===== config.mk =====
export PLATFORM = sky130hd
export DESIGN_NAME = ece453_avalon_master
export DESIGN_NICKNAME = d
export VERILOG_FILES = /design/src/rtl/ece453_avalon_master_pkg.sv /design/src/rtl/ece453_timeout_counter.sv /design/src/rtl/ece453_avalon_master.sv
export SDC_FILE = /design/constraint.sdc
export NUM_CORES = 1
export LEC_CHECK = 0
export ABC_CLOCK_PERIOD_IN_PS = 2950
export CORE_ASPECT_RATIO = 0.8
export CORE_MARGIN = 2
export CORE_UTILIZATION = 40
export DETAILED_ROUTE_END_ITERATION = 12
export PLACE_DENSITY = 0.81
export SYNTH_ARGS = -nofsm -noshare
export SYNTH_HDL_FRONTEND = slang
export SYNTH_HIERARCHICAL = 1
export SYNTH_SLANG_ARGS = --single-unit

===== constraint.sdc =====
create_clock -name clk -period 2.95 [get_ports clk]
set_clock_uncertainty 0.05 [all_clocks]
set_input_delay 0.4425 -clock clk [delete_from_list [all_inputs] [get_ports clk]]
set_output_delay 0.4425 -clock clk [all_outputs]
set_load 0.05 [all_outputs]

===== src/rtl/ece453_avalon_master_pkg.sv =====
// Shared types and constants for the ece453 Avalon-MM master and its helpers.
package ece453_avalon_master_pkg;

  typedef enum logic [1:0] {
    ST_IDLE    = 2'd0,
    ST_REQ     = 2'd1,
    ST_WAIT_RD = 2'd2,
    ST_RSP     = 2'd3
  } state_t;

  localparam int WORD_BYTES      = 4;
  localparam int DEFAULT_TIMEOUT = 1024;

  // Counter width able to hold the value 'limit' itself; at least one bit.
  function automatic int cnt_width(input int limit);
    return (limit < 2) ? 1 : $clog2(limit + 1);
  endfunction

endpackage


===== src/rtl/ece453_timeout_counter.sv =====
// Saturating cycle counter with clear/enable; expired goes high once LIMIT cycles
// have been counted since the last clear. LIMIT=0 never expires.
module ece453_timeout_counter
  import ece453_avalon_master_pkg::*;
#(
  parameter int LIMIT = DEFAULT_TIMEOUT
) (
  input  logic clk,
  input  logic reset,
  input  logic clear,
  input  logic enable,
  output logic expired
);

  localparam int            W       = cnt_width(LIMIT);
  localparam logic [W-1:0]  LIMIT_V = W'(LIMIT);
  localparam bit            ENABLED = (LIMIT != 0);

  logic [W-1:0] count_q;
  logic [W-1:0] count_d;

  assign expired = ENABLED && (count_q == LIMIT_V);

  always_comb begin
    count_d = count_q;
    if (clear) begin
      count_d = '0;
    end else if (enable && !expired) begin
      count_d = count_q + 1'b1;
    end
  end

  always_ff @(posedge clk) begin
    if (reset) begin
      count_q <= '0;
    end else begin
      count_q <= count_d;
    end
  end

endmodule


===== src/rtl/ece453_avalon_master.sv =====
// Avalon-MM master: turns one command into N sequential word accesses, one at a
// time, and returns one response per word through a valid/ready response port.
module ece453_avalon_master
  import ece453_avalon_master_pkg::*;
#(
  parameter int ADDR_W  = 32,
  parameter int LEN_W   = 8,
  parameter int TIMEOUT = DEFAULT_TIMEOUT
) (
  input  logic              clk,
  input  logic              reset,
  input  logic              cmd_valid,
  output logic              cmd_ready,
  input  logic              cmd_write,
  input  logic [ADDR_W-1:0] cmd_address,
  input  logic [LEN_W-1:0]  cmd_len,
  input  logic [31:0]       cmd_wdata,
  input  logic [3:0]        cmd_byteenable,
  output logic [ADDR_W-1:0] master_address,
  output logic              master_read,
  output logic              master_write,
  output logic [31:0]       master_writedata,
  output logic [3:0]        master_byteenable,
  input  logic              master_waitrequest,
  input  logic [31:0]       master_readdata,
  input  logic              master_readdatavalid,
  output logic              rsp_valid,
  input  logic              rsp_ready,
  output logic [31:0]       rsp_data,
  output logic              rsp_error,
  output logic              rsp_last,
  output logic              busy,
  output logic [1:0]        dbg_state
);

  // Handshakes: cmd and rsp transfer on a cycle where valid && ready are both
  // high; valid and its payload never change while waiting for ready. The bus
  // request is held with stable address/data until waitrequest is low.

  localparam logic [ADDR_W-1:0] ALIGN_MASK = ~ADDR_W'(WORD_BYTES - 1);
  localparam logic [ADDR_W-1:0] ADDR_STEP  = ADDR_W'(WORD_BYTES);
  localparam logic [LEN_W-1:0]  ONE_WORD   = LEN_W'(1);

  state_t            state_q, state_d;
  logic [ADDR_W-1:0] addr_q, addr_d;
  logic [31:0]       wdata_q, wdata_d;
  logic [3:0]        be_q, be_d;
  logic              is_write_q, is_write_d;
  logic [LEN_W-1:0]  words_left_q, words_left_d;
  logic [31:0]       rsp_data_q, rsp_data_d;
  logic              rsp_error_q, rsp_error_d;

  logic to_clear;
  logic to_enable;
  logic to_expired;
  logic last_word;

  ece453_timeout_counter #(
    .LIMIT (TIMEOUT)
  ) u_timeout (
    .clk     (clk),
    .reset   (reset),
    .clear   (to_clear),
    .enable  (to_enable),
    .expired (to_expired)
  );

  assign last_word = (words_left_q == ONE_WORD) || rsp_error_q;

  always_comb begin
    state_d      = state_q;
    addr_d       = addr_q;
    wdata_d      = wdata_q;
    be_d         = be_q;
    is_write_d   = is_write_q;
    words_left_d = words_left_q;
    rsp_data_d   = rsp_data_q;
    rsp_error_d  = rsp_error_q;

    case (state_q)
      ST_IDLE: begin
        if (cmd_valid) begin
          is_write_d   = cmd_write;
          addr_d       = cmd_address & ALIGN_MASK;
          wdata_d      = cmd_wdata;
          be_d         = cmd_byteenable;
          words_left_d = (cmd_len == '0) ? ONE_WORD : cmd_len;
          rsp_data_d   = '0;
          rsp_error_d  = 1'b0;
          state_d      = ST_REQ;
        end
      end

      ST_REQ: begin
        if (to_expired) begin
          rsp_data_d  = '0;
          rsp_error_d = 1'b1;
          state_d     = ST_RSP;
        end else if (!master_waitrequest) begin
          if (is_write_q) begin
            rsp_data_d = '0;
            state_d    = ST_RSP;
          end else if (master_readdatavalid) begin
            // Zero-latency slave: data comes back with the accept.
            rsp_data_d = master_readdata;
            state_d    = ST_RSP;
          end else begin
            state_d = ST_WAIT_RD;
          end
        end
      end

      ST_WAIT_RD: begin
        if (to_expired) begin
          rsp_data_d  = '0;
          rsp_error_d = 1'b1;
          state_d     = ST_RSP;
        end else if (master_readdatavalid) begin
          rsp_data_d = master_readdata;
          state_d    = ST_RSP;
        end
      end

      ST_RSP: begin
        if (rsp_ready) begin
          words_left_d = words_left_q - 1'b1;
          if (last_word) begin
            state_d = ST_IDLE;
          end else begin
            addr_d  = addr_q + ADDR_STEP;
            state_d = ST_REQ;
          end
        end
      end

      default: state_d = ST_IDLE;
    endcase
  end

  // The timeout window restarts every time REQ or WAIT_RD is entered.
  assign to_clear  = (state_d != state_q);
  assign to_enable = (state_q == ST_REQ) || (state_q == ST_WAIT_RD);

  always_ff @(posedge clk) begin
    if (reset) begin
      state_q      <= ST_IDLE;
      addr_q       <= '0;
      wdata_q      <= '0;
      be_q         <= '0;
      is_write_q   <= 1'b0;
      words_left_q <= '0;
      rsp_data_q   <= '0;
      rsp_error_q  <= 1'b0;
    end else begin
      state_q      <= state_d;
      addr_q       <= addr_d;
      wdata_q      <= wdata_d;
      be_q         <= be_d;
      is_write_q   <= is_write_d;
      words_left_q <= words_left_d;
      rsp_data_q   <= rsp_data_d;
      rsp_error_q  <= rsp_error_d;
    end
  end

  assign cmd_ready         = (state_q == ST_IDLE);
  assign busy              = (state_q != ST_IDLE);
  assign dbg_state         = state_q;
  assign master_address    = addr_q;
  assign master_writedata  = wdata_q;
  assign master_byteenable = be_q;
  assign master_read       = (state_q == ST_REQ) && !is_write_q && !to_expired;
  assign master_write      = (state_q == ST_REQ) &&  is_write_q && !to_expired;
  assign rsp_valid         = (state_q == ST_RSP);
  assign rsp_data          = rsp_data_q;
  assign rsp_error         = rsp_valid && rsp_error_q;
  assign rsp_last          = rsp_valid && last_word;

endmodule

Word-level counts from Yosys, hierarchy flattened
Cells that the tools add are included.
{ "classes": {"add_sub_neg": 3, "n_eq_ne": 11, "mux": 28, "n_reduce_logical": 24} }
{ "op_table": {"columns": ["cell", "n"], "rows": [
  ["2-to-1 mux 32 bit", 9],
  ["case mux 32 bit (3 select lines)", 1],
  ["case mux 32 bit (2 select lines)", 1],
  ["adder 32 x 3 -> 32 bit (second input constant)", 1],
  ["2-to-1 mux 8 bit", 3],
  ["case mux 8 bit (2 select lines)", 1],
  ["2-to-1 mux 2 bit", 6],
  ["adder 11 x 1 -> 11 bit (second input constant)", 1],
  ["equality test 11 bit (second input constant)", 1],
  ["AND reduction 3 bit", 3],
  ["equality test 8 x 1 -> 1 bit (second input constant)", 1],
  ["zero test 8 bit", 1],
  ["case mux 2 bit (4 select lines)", 1],
  ["subtractor 8 x 1 -> 8 bit (second input constant)", 1],
  ["logical AND 1 bit", 7],
  ["nonzero test 2 bit", 3],
  ["2-to-1 mux 1 bit", 5],
  ["equality test 2 bit (second input constant)", 2],
  ["!= test 2 x 1 -> 1 bit (second input constant)", 2],
  ["!= test 2 bit (second input constant)", 2],
  ["AND reduction 4 bit", 1],
  ["OR reduction 2 bit", 2],
  ["!= test 3 x 2 -> 1 bit (second input constant)", 1],
  ["nonzero test 3 bit", 1],
  ["other kinds (7)", 9]
]} }
{ "word_totals": {"register_bits": 123, "out_inout_bits": 109, "elab_cells": 75} }

Depth between registers and ports, before layout
Gate-level depths: netlist (run 1).
{ "depth": {"word_depth": 7, "depth_mapped": 13, "mapped_depth_nobuf": 12} }

By module
Netlist (run 1), hierarchy kept.
{ "by_module_without_submodules": {"columns": ["module", "n_inst", "cells_each", "area_per_inst_um2", "seq_area_each_um2"], "rows": [
  ["ece453_avalon_master", 1, 694, 5302.6, 2202.1],
  ["ece453_timeout_counter", 1, 71, 611.8, 220.2]
]} }

Worst setup path after synthesis (run 1)
OpenSTA, ideal clock, no wires.
{ "synth_path": {"path_kind": "reg-to-reg", "startpoint": "register state_q[0], in the netlist dbg_state[0]", "endpoint": "register u_timeout.count_q[1]", "setup_ns": 0.062, "arrival_time_ns": 3.432, "slack_ns": -0.594, "path_stages_with_launch": 11, "n_path_buf": 1, "synth_period_minus_slack_ns": 3.544, "cell_sequence": "dfxtp_1 -> inv_1 -> ha_1 -> buf_6 -> a221o_1 -> a211oi_2 -> o22ai_1 -> a221o_1 -> or3b_2 -> or4_1 -> nand3_1"} }
{ "synth_between": {"elab_cells_between_ends": 15} }
{ "synth_rtl": {"columns": ["element", "line_no", "source"], "rows": [
  ["start: declaration", "ece453_avalon_master.sv:44", "state_t state_q, state_d;"],
  ["start signal: assignment", "ece453_avalon_master.sv:155", "state_q <= state_d;"],
  ["zero test 2 bit", null, null],
  ["via cmd_ready", "ece453_avalon_master.sv:13", "output logic cmd_ready,"],
  ["case mux 2 bit (4 select lines)", "ece453_avalon_master.sv:80", "case (state_q)"],
  ["!= test 2 bit", "ece453_avalon_master.sv:141", "assign to_clear = (state_d != state_q);"],
  ["via to_clear", "ece453_avalon_master.sv:53", "logic to_clear;"],
  ["OR reduction 2 bit (no source line)", null, null],
  ["end signal: assignment", "ece453_timeout_counter.sv:37", "count_q <= count_d;"],
  ["end: declaration", "ece453_timeout_counter.sv:19", "logic [W-1:0] count_q;"]
]} }
The timed path passes the listed nets, and every way through them passes these cells.
A chain may end at the register's enable or synchronous reset.

Final worst setup path (run 1)
{ "layout_path": {"startpoint": "register u_timeout.count_q[0]", "endpoint": "register u_timeout.count_q[0]"} }
{ "layout_between": {"elab_chain_len": 5, "elab_cells_between_ends": 9} }
{ "layout_rtl": {"columns": ["element", "line_no", "source"], "rows": [
  ["equality test 11 bit *", "ece453_timeout_counter.sv:22", "assign expired = ENABLED && (count_q == LIMIT_V);"],
  ["via to_expired", "ece453_avalon_master.sv:55", "logic to_expired;"],
  ["2-to-1 mux 2 bit (on tied branches)", "ece453_avalon_master.sv:114, ece453_avalon_master.sv:95", null],
  ["case mux 2 bit (4 select lines) *", "ece453_avalon_master.sv:80", null],
  ["!= test 2 bit *", "ece453_avalon_master.sv:141", null],
  ["via to_clear", "ece453_avalon_master.sv:53", null],
  ["OR reduction 2 bit (no source line) *", null, null]
]} }
The timed path passes the listed nets; every way through them passes the cells marked *.

==> results of run 1 <==
[worst paths after layout]
kind	start	to	slack, ns	cells past startpoint
setup / recovery	u_timeout/count_q[0]	u_timeout/count_q[0]	-0.13	12
hold / removal	rsp_data[21]	rsp_data[21]	0.40	2
setup reg to reg	u_timeout/count_q[0]	u_timeout/count_q[0]	-0.13	12
hold reg to reg	rsp_data[21]	rsp_data[21]	0.40	2
[flip-flops by register name (all words and copies together), names as in the netlist]
name               flops
words_left_q           8
master_address        30
u_timeout/count_q     11
is_write_q             1
master_writedata      32
rsp_data              32
master_byteenable      4
rsp_error_q            1
dbg_state              2
[power by group through the flow]
stage	logic (mW)	registers (mW)	clock network, mW
after detailed placement	1.59	1.95	0
final	1.60	1.92	2.33
after CTS	1.60	1.92	2.36
after global placement	1.57	1.95	0
after global routing	1.71	1.94	2.44
after floorplan	0.605	2.34	0
[timing repair]
item / 4_1_cts / 5_1_grt
buffers inserted: 0 / 1
gates resized for setup: 1 / 8
pin swaps: 4 / 1
setup endpoints to repair: 3 / 11
[cell families after synthesis]
group | Yosys count | share of synthesized area, %
AND/OR/NAND/NOR | 332 | 27.8
buffers and inverters | 74 | 5.94
flip-flops | 121 | 41.0
XOR/XNOR | 2 | 0.296
AO/OA/AOI/OAI | 221 | 22.1
other | 1 | 0.0634
adder cells (fa/ha/maj) | 10 | 2.12
multiplexers | 4 | 0.698
[critical path: cells and delay by family, from the launching register on]
| kind | cells | cell delay, ns |
|---|---|---|
| and+or+nand+nor | 6 | 1.51 |
| adders and majority gates | 1 | 0.16 |
| AOI/OAI and AO/OA | 4 | 0.96 |
| DFF | 1 | 0.33 |
| buffers and inverters | 1 | 0.03 |
[layout by cell type (no fill, tap or decap), types with 6 or more instances in the layout]
cell type,instances
a31oi_1,6
clkdlybuf4s50_1,213
nor2b_1,10
or3_1,6
and2_1,9
ha_1,7
nor3_1,10
nor2_1,29
dfxtp_1,117
nand3_1,20
clkbuf_16,17
o22ai_1,7
inv_1,18
o21ai_0,32
nand2_1,178
a21oi_1,122
a211oi_1,6
o32ai_1,6
buf_4,36
and4_1,6
buf_12,6
nand4_1,11
and3_1,8
[metrics by stage]
stage                     std cells  power, mW  TNS [ns]
after floorplan                 766       2.94    -0.585
after global placement         1152       3.52    -0.857
after detailed placement       1152       3.54     -1.03
after CTS                      1184       5.88    -0.257
after global routing           1185       6.09    -0.616
final                          1185       5.86    -0.345
[metal layers]
| layer | wire length (um) | global-route usage (%) |
|---|---|---|
| met5 | 0 | 0 |
| met4 | 426 | 8.53 |
| met3 | 1430 | 7.74 |
| met2 | 8650 | 36.4 |
| met1 | 8180 | 30.5 |
[final cells by class]
class | count | area, um2 | share of cell area [%]
Tap cell | 184 | 230 | 2.52
Timing Repair Buffer | 257 | 2540 | 27.8
Inverter | 20 | 75.1 | 0.821
Clock inverter | 11 | 193 | 2.11
Clock buffer | 21 | 470 | 5.15
Sequential cell | 121 | 2430 | 26.6
Multi-Input combinational cell | 571 | 3210 | 35.1
==> results.yml, run 1 <==
cts:
  htreeDepth: 4
  insertion_delay_ns: 0.42
  postCtsHoldBufs: 0
  path_clk_slew_ns: 0.05
  cts_buffers: 17
  clk_path_buf_depth: 2
  cts_tree: "yes"
  cts-root-buf: "clkbuf_16"
  cts_sinks: 121
synthesis:
  synth-seq-cells: 121
  synth-edff-count: 0
  synth-async-reset-ratio_pct: 0
  syn_inst: 765
  ys.warnings.count: 6
  ys_seq_area_share_pct: 41.0
  synth_largest_area_cell: "dfxtp_1"
  synthFlopType: "dfxtp_1"
  synth_area_leaders: "dfxtp_1 (41%), nand2_1 (11%), a21oi_1 (10%)"
  yosys.cell_types.count: 65
  syn-cell-area_um2: 5910
  synth_common_cells: "nand2_1 (178), a21oi_1 (123), dfxtp_1 (121)"
  netlist.area_leader.share_pct: 41.0
  syn-mean-instance-area_um2: 7.73
  yosysMostFrequentCell: "nand2_1"
power:
  ir_worst_vdd_v: 0.000473
  power_frac_seq_pct: 32.8
  pwr_density_cell_nw_per_um2: 641
  p_sw_mw: 1.89
  cellLeakagePower_nw: 3.33
  clkPwrFrac_pct: 39.8
  p_comb_share_pct: 27.4
  p_sw_share_pct: 32.3
  p_int_mw: 3.97
route:
  firstDrtPassIters: 5
  detail_route.wirelength_um: 18700
  ant_nets: 0
  vias: 6412
  viasPerCell: 5.41
  wire_per_inst_um: 15.8
  drtIter0Drc: 615
  drcViolationCount: 0
run_status:
  status: "complete, but fails checks"
  violations: "setup timing"
global_route:
  grt_pass1_wl_um: 30100
  gr-total-overflow: 0
  grt_max_degree: 66
  antenna_found_initial: 0
  grt_pass1_vias: 6025
  track_usage_pct: 23.4
setup_path:
  crit_arrival_ns: 3.39
  slowest_stage: "or4_4"
  cpPeakStageDelay_ns: 0.43
  cpMostUsedCell: "a221o_1"
  path_max_fanout: 3
  worstPathRequired_ns: 3.25
  start_kind: "register"
  worstSetupPathType: "register to register"
  critPathCaptureType: "register"
  crit_chain: "inv_2 > ha_2 > or2b_4 > nor3_4 > or3_1 > a221o_1 > a211oi_2 > o22ai_1 > a221o_1 > or3b_4 > or4_4 > nand3_2"
layout:
  diodes: 0
  design_area_um2: 9140
  layout-drive-gt1-share_pct: 11.2
  area_delta_synth_final_pct: 54.6
  fill_cells: 1237
  nNetsFinal: 1113
  fin_util_pct: 63.7
sta:
  final.setup.worst_slack_ns: -0.133
  layout_min_cycle_time_ns: 3.08
  worst_slew_margin_rel_pct: 57.1
  timing.fmax_mhz: 324
  worstMarginPinSlew_ns: 0.643
  finalSetupViolCount: 3
  fin_crit_sh_pct: 105
  drv_slew: 0
  hold_slack_ns: 0.401
  hold_violations: 0
  rsz0062_at_grt: "true"
placed_design:
  hpwl_um: 13000
  portBuffers: 219
  place.gp.congestion: 0.855
  place_area_um2: 8430
  preCtsSetupSlack_ns: -0.244
die:
  die_y_um: 113
  rows: 39
  fp.coreArea_um2: 14300
  start_util_pct: 41.2
  dieWidth_um: 140
  dieArea_um2: 15800
  pin_count: 224
min_path:
  min_path_type: "register to register"
job:
  drv_cap: 0
Power figures use the tool's default switching activity.
==> inputs of run 2 (changes only) <==
--- a/config.mk
+++ b/config.mk
@@ -5,12 +5,12 @@
 export SDC_FILE = /design/constraint.sdc
 export NUM_CORES = 1
 export LEC_CHECK = 0
-export ABC_CLOCK_PERIOD_IN_PS = 2950
+export ABC_CLOCK_PERIOD_IN_PS = 3950
 export CORE_ASPECT_RATIO = 0.8
 export CORE_MARGIN = 2
-export CORE_UTILIZATION = 40
+export CORE_UTILIZATION = 48
 export DETAILED_ROUTE_END_ITERATION = 12
-export PLACE_DENSITY = 0.81
+export PLACE_DENSITY = 0.9
 export SYNTH_ARGS = -nofsm -noshare
 export SYNTH_HDL_FRONTEND = slang
 export SYNTH_HIERARCHICAL = 1
==> constraint.sdc (replaced) <==
create_clock -name clk -period 3.95 [get_ports clk]
set_clock_uncertainty 0.05 [all_clocks]
set_input_delay 0.5925 -clock clk [delete_from_list [all_inputs] [get_ports clk]]
set_output_delay 0.5925 -clock clk [all_outputs]
set_load 0.05 [all_outputs]
==> run 2 against run 1 <==
  * The run now ends clean
  * Die area is 16% lower
  * Combinational power fell by 29%
  * Via count shrank 0.48%
  * Flip-flop and latch count is the same
  * Setup slack improved by 0.40 ns
  * Critical path type is now register to output pin
  * Critical endpoint is now rsp_last
==> results.yml, run 2 (synthesized netlist as in run 1, its figures left out) <==
setup_path:
  critPathBufInv: 3
  worstSetupPathType: "register to output pin"
  crit_end: "rsp_last"
  critPathLaunch: "dbg_state[0]"
  worstPathRequired_ns: 3.31
  path_depth: 6
  worstReg2RegStart: "u_timeout/count_q[2]"
  slowest_stage: "clkdlybuf4s50_1"
  regToRegEndpoint: "u_timeout/count_q[2]"
  crit_arrival_ns: 3.04
  crit_chain: "ha_2 > buf_4 > and2_1 > a41oi_1 > inv_1 > clkdlybuf4s50_1"
  start_kind: "register"
  critPathCaptureType: "output pin"
  path_max_fanout: 64
  cpPeakStageDelay_ns: 0.82
  rr_worst_depth: 10
  path_delay_family: "buffers and inverters"
  reg2reg_slack_ns: 0.35
cts:
  insertion_delay_ns: 0.40
  post_cts_buffers: 0
  clk_path_buf_depth: 2
  path_clk_slew_ns: 0.05
  cts_resized: 0
  postCtsHoldBufs: 0
  cts-root-buf: "clkbuf_16"
  cts_buffers: 17
  cts_tree: "yes"
  htreeDepth: 4
  cts_sinks: 121
global_route:
  grt_pass1_wl_um: 28700
  antenna_found_initial: 0
  grt_max_degree: 65
  track_usage_pct: 26.9
  grt_use_met3_pct: 8.80
  grtUsageMet1_pct: 33.0
  grt_pass1_vias: 5974
  gr-total-overflow: 0
  grtUsageMet2_pct: 45.2
  busiest_layer: "met2"
die:
  dieArea_um2: 13200
  pin_count: 224
  die_y_um: 103
  fp.coreArea_um2: 12100
  start_util_pct: 48.8
  dieWidth_um: 128
  rows: 36
route:
  firstDrtPassIters: 6
  detail_route.wirelength_um: 18200
  ant_nets: 0
  vias: 6381
  drtIter0Drc: 521
  viasPerCell: 5.67
  wire_per_inst_um: 16.2
  drcViolationCount: 0
power:
  cellLeakagePower_nw: 3.13
  ir_worst_vdd_v: 0.000407
  pwr_density_cell_nw_per_um2: 492
job:
  drv_cap: 0
layout:
  diodes: 0
  mostFrequentLayoutCell: "clkdlybuf4s50_1"
  layout-drive-gt1-share_pct: 6.58
  final_cell_mix: "clkdlybuf4s50_1 (218), nand2_1 (178), a21oi_1 (123)"
  nNetsFinal: 1086
  area_delta_synth_final_pct: 48.1
  multi_input_comb_area_um2: 3150
  fin_cells: 1125
  design_area_um2: 8760
  seqCellArea_um2: 2420
  fill_cells: 902
sta:
  tns_ns: 0
  fin_crit_sh_pct: 93.3
  timing.fmax_mhz: 271
  finalSetupViolCount: 0
  drv_slew: 0
  hold_violations: 0
  layout_min_cycle_time_ns: 3.69
  worst_slew_margin_rel_pct: 51.9
  rsz0062_at_grt: "false"
  worstMarginPinSlew_ns: 0.722
placed_design:
  portBuffers: 219
  place.gp.congestion: 0.916
  place_area_um2: 8100
  hpwl_um: 12600
  dp_cells: 1094
min_path:
  min_path_type: "register to register"
  hold-path-cell-count: 2
run_status:
  status: "finished, final reports clean"
==> run 2: cell types whose count changed in the layout (fill, tap and decap cells not counted), sizes merged <==
cell / delta
buf: -32
clkbuf: -3
clkdlybuf4s50: +5
clkinv: -1
inv: +3
==> run 2: how the worst min path moves through the flow <==
stage                                       to  slack, ns            startpoint
after floorplan                words_left_q[1]       0.41       words_left_q[1]
final                              rsp_data[1]       0.40           rsp_data[1]
after CTS                 master_byteenable[1]       0.40  master_byteenable[1]
after global placement    master_writedata[31]       0.39  master_writedata[31]
after global routing              rsp_data[24]       0.42          rsp_data[24]
after detailed placement          rsp_data[24]       0.40          rsp_data[24]
==> run 2: routing by layer <==
metal  wire, um  vias to the layer above
met5          0                        -
met4        308                        0
met3       1630                       31
met2       8890                      286
met1       7410                     2964
li1           -                     3100
==> run 2: area by class of cell <==
class | instances | area share (%)
Sequential cell | 121 | 27.6
Multi-Input combinational cell | 571 | 35.9
Clock buffer | 18 | 5.01
Timing Repair Buffer | 230 | 25.9
Inverter | 20 | 0.857
Tap cell | 152 | 2.17
Clock inverter | 13 | 2.49
==> run 2: where the power goes <==
part | internal, mW | total (mW) | switching, mW
Combinational | 0.422 | 1.14 | 0.719
Sequential | 1.33 | 1.44 | 0.111
Clock | 1.14 | 1.73 | 0.591
Total | 2.89 | 4.31 | 1.42
==> run 2: worst reg2reg max path: cells and delay by family (launching register included) <==
family	cells	cell delay, ns
flops	1	0.37
simple gates	6	2.32
compound gates	4	0.78
==> run 2: through the flow <==
step | worst slack (ns) | utilization (%) | total power, mW | hold WS, ns
2_1_floorplan | 0.406 | - | 2.19 | 0.408
3_3_place_gp | 0.448 | 66.9 | 2.57 | 0.391
3_5_place_dp | 0.358 | 66.9 | 2.59 | 0.396
4_1_cts | 0.290 | 72.3 | 4.33 | 0.403
5_1_grt | 0.127 | 72.3 | 4.48 | 0.417
6_report | 0.264 | 72.3 | 4.31 | 0.401
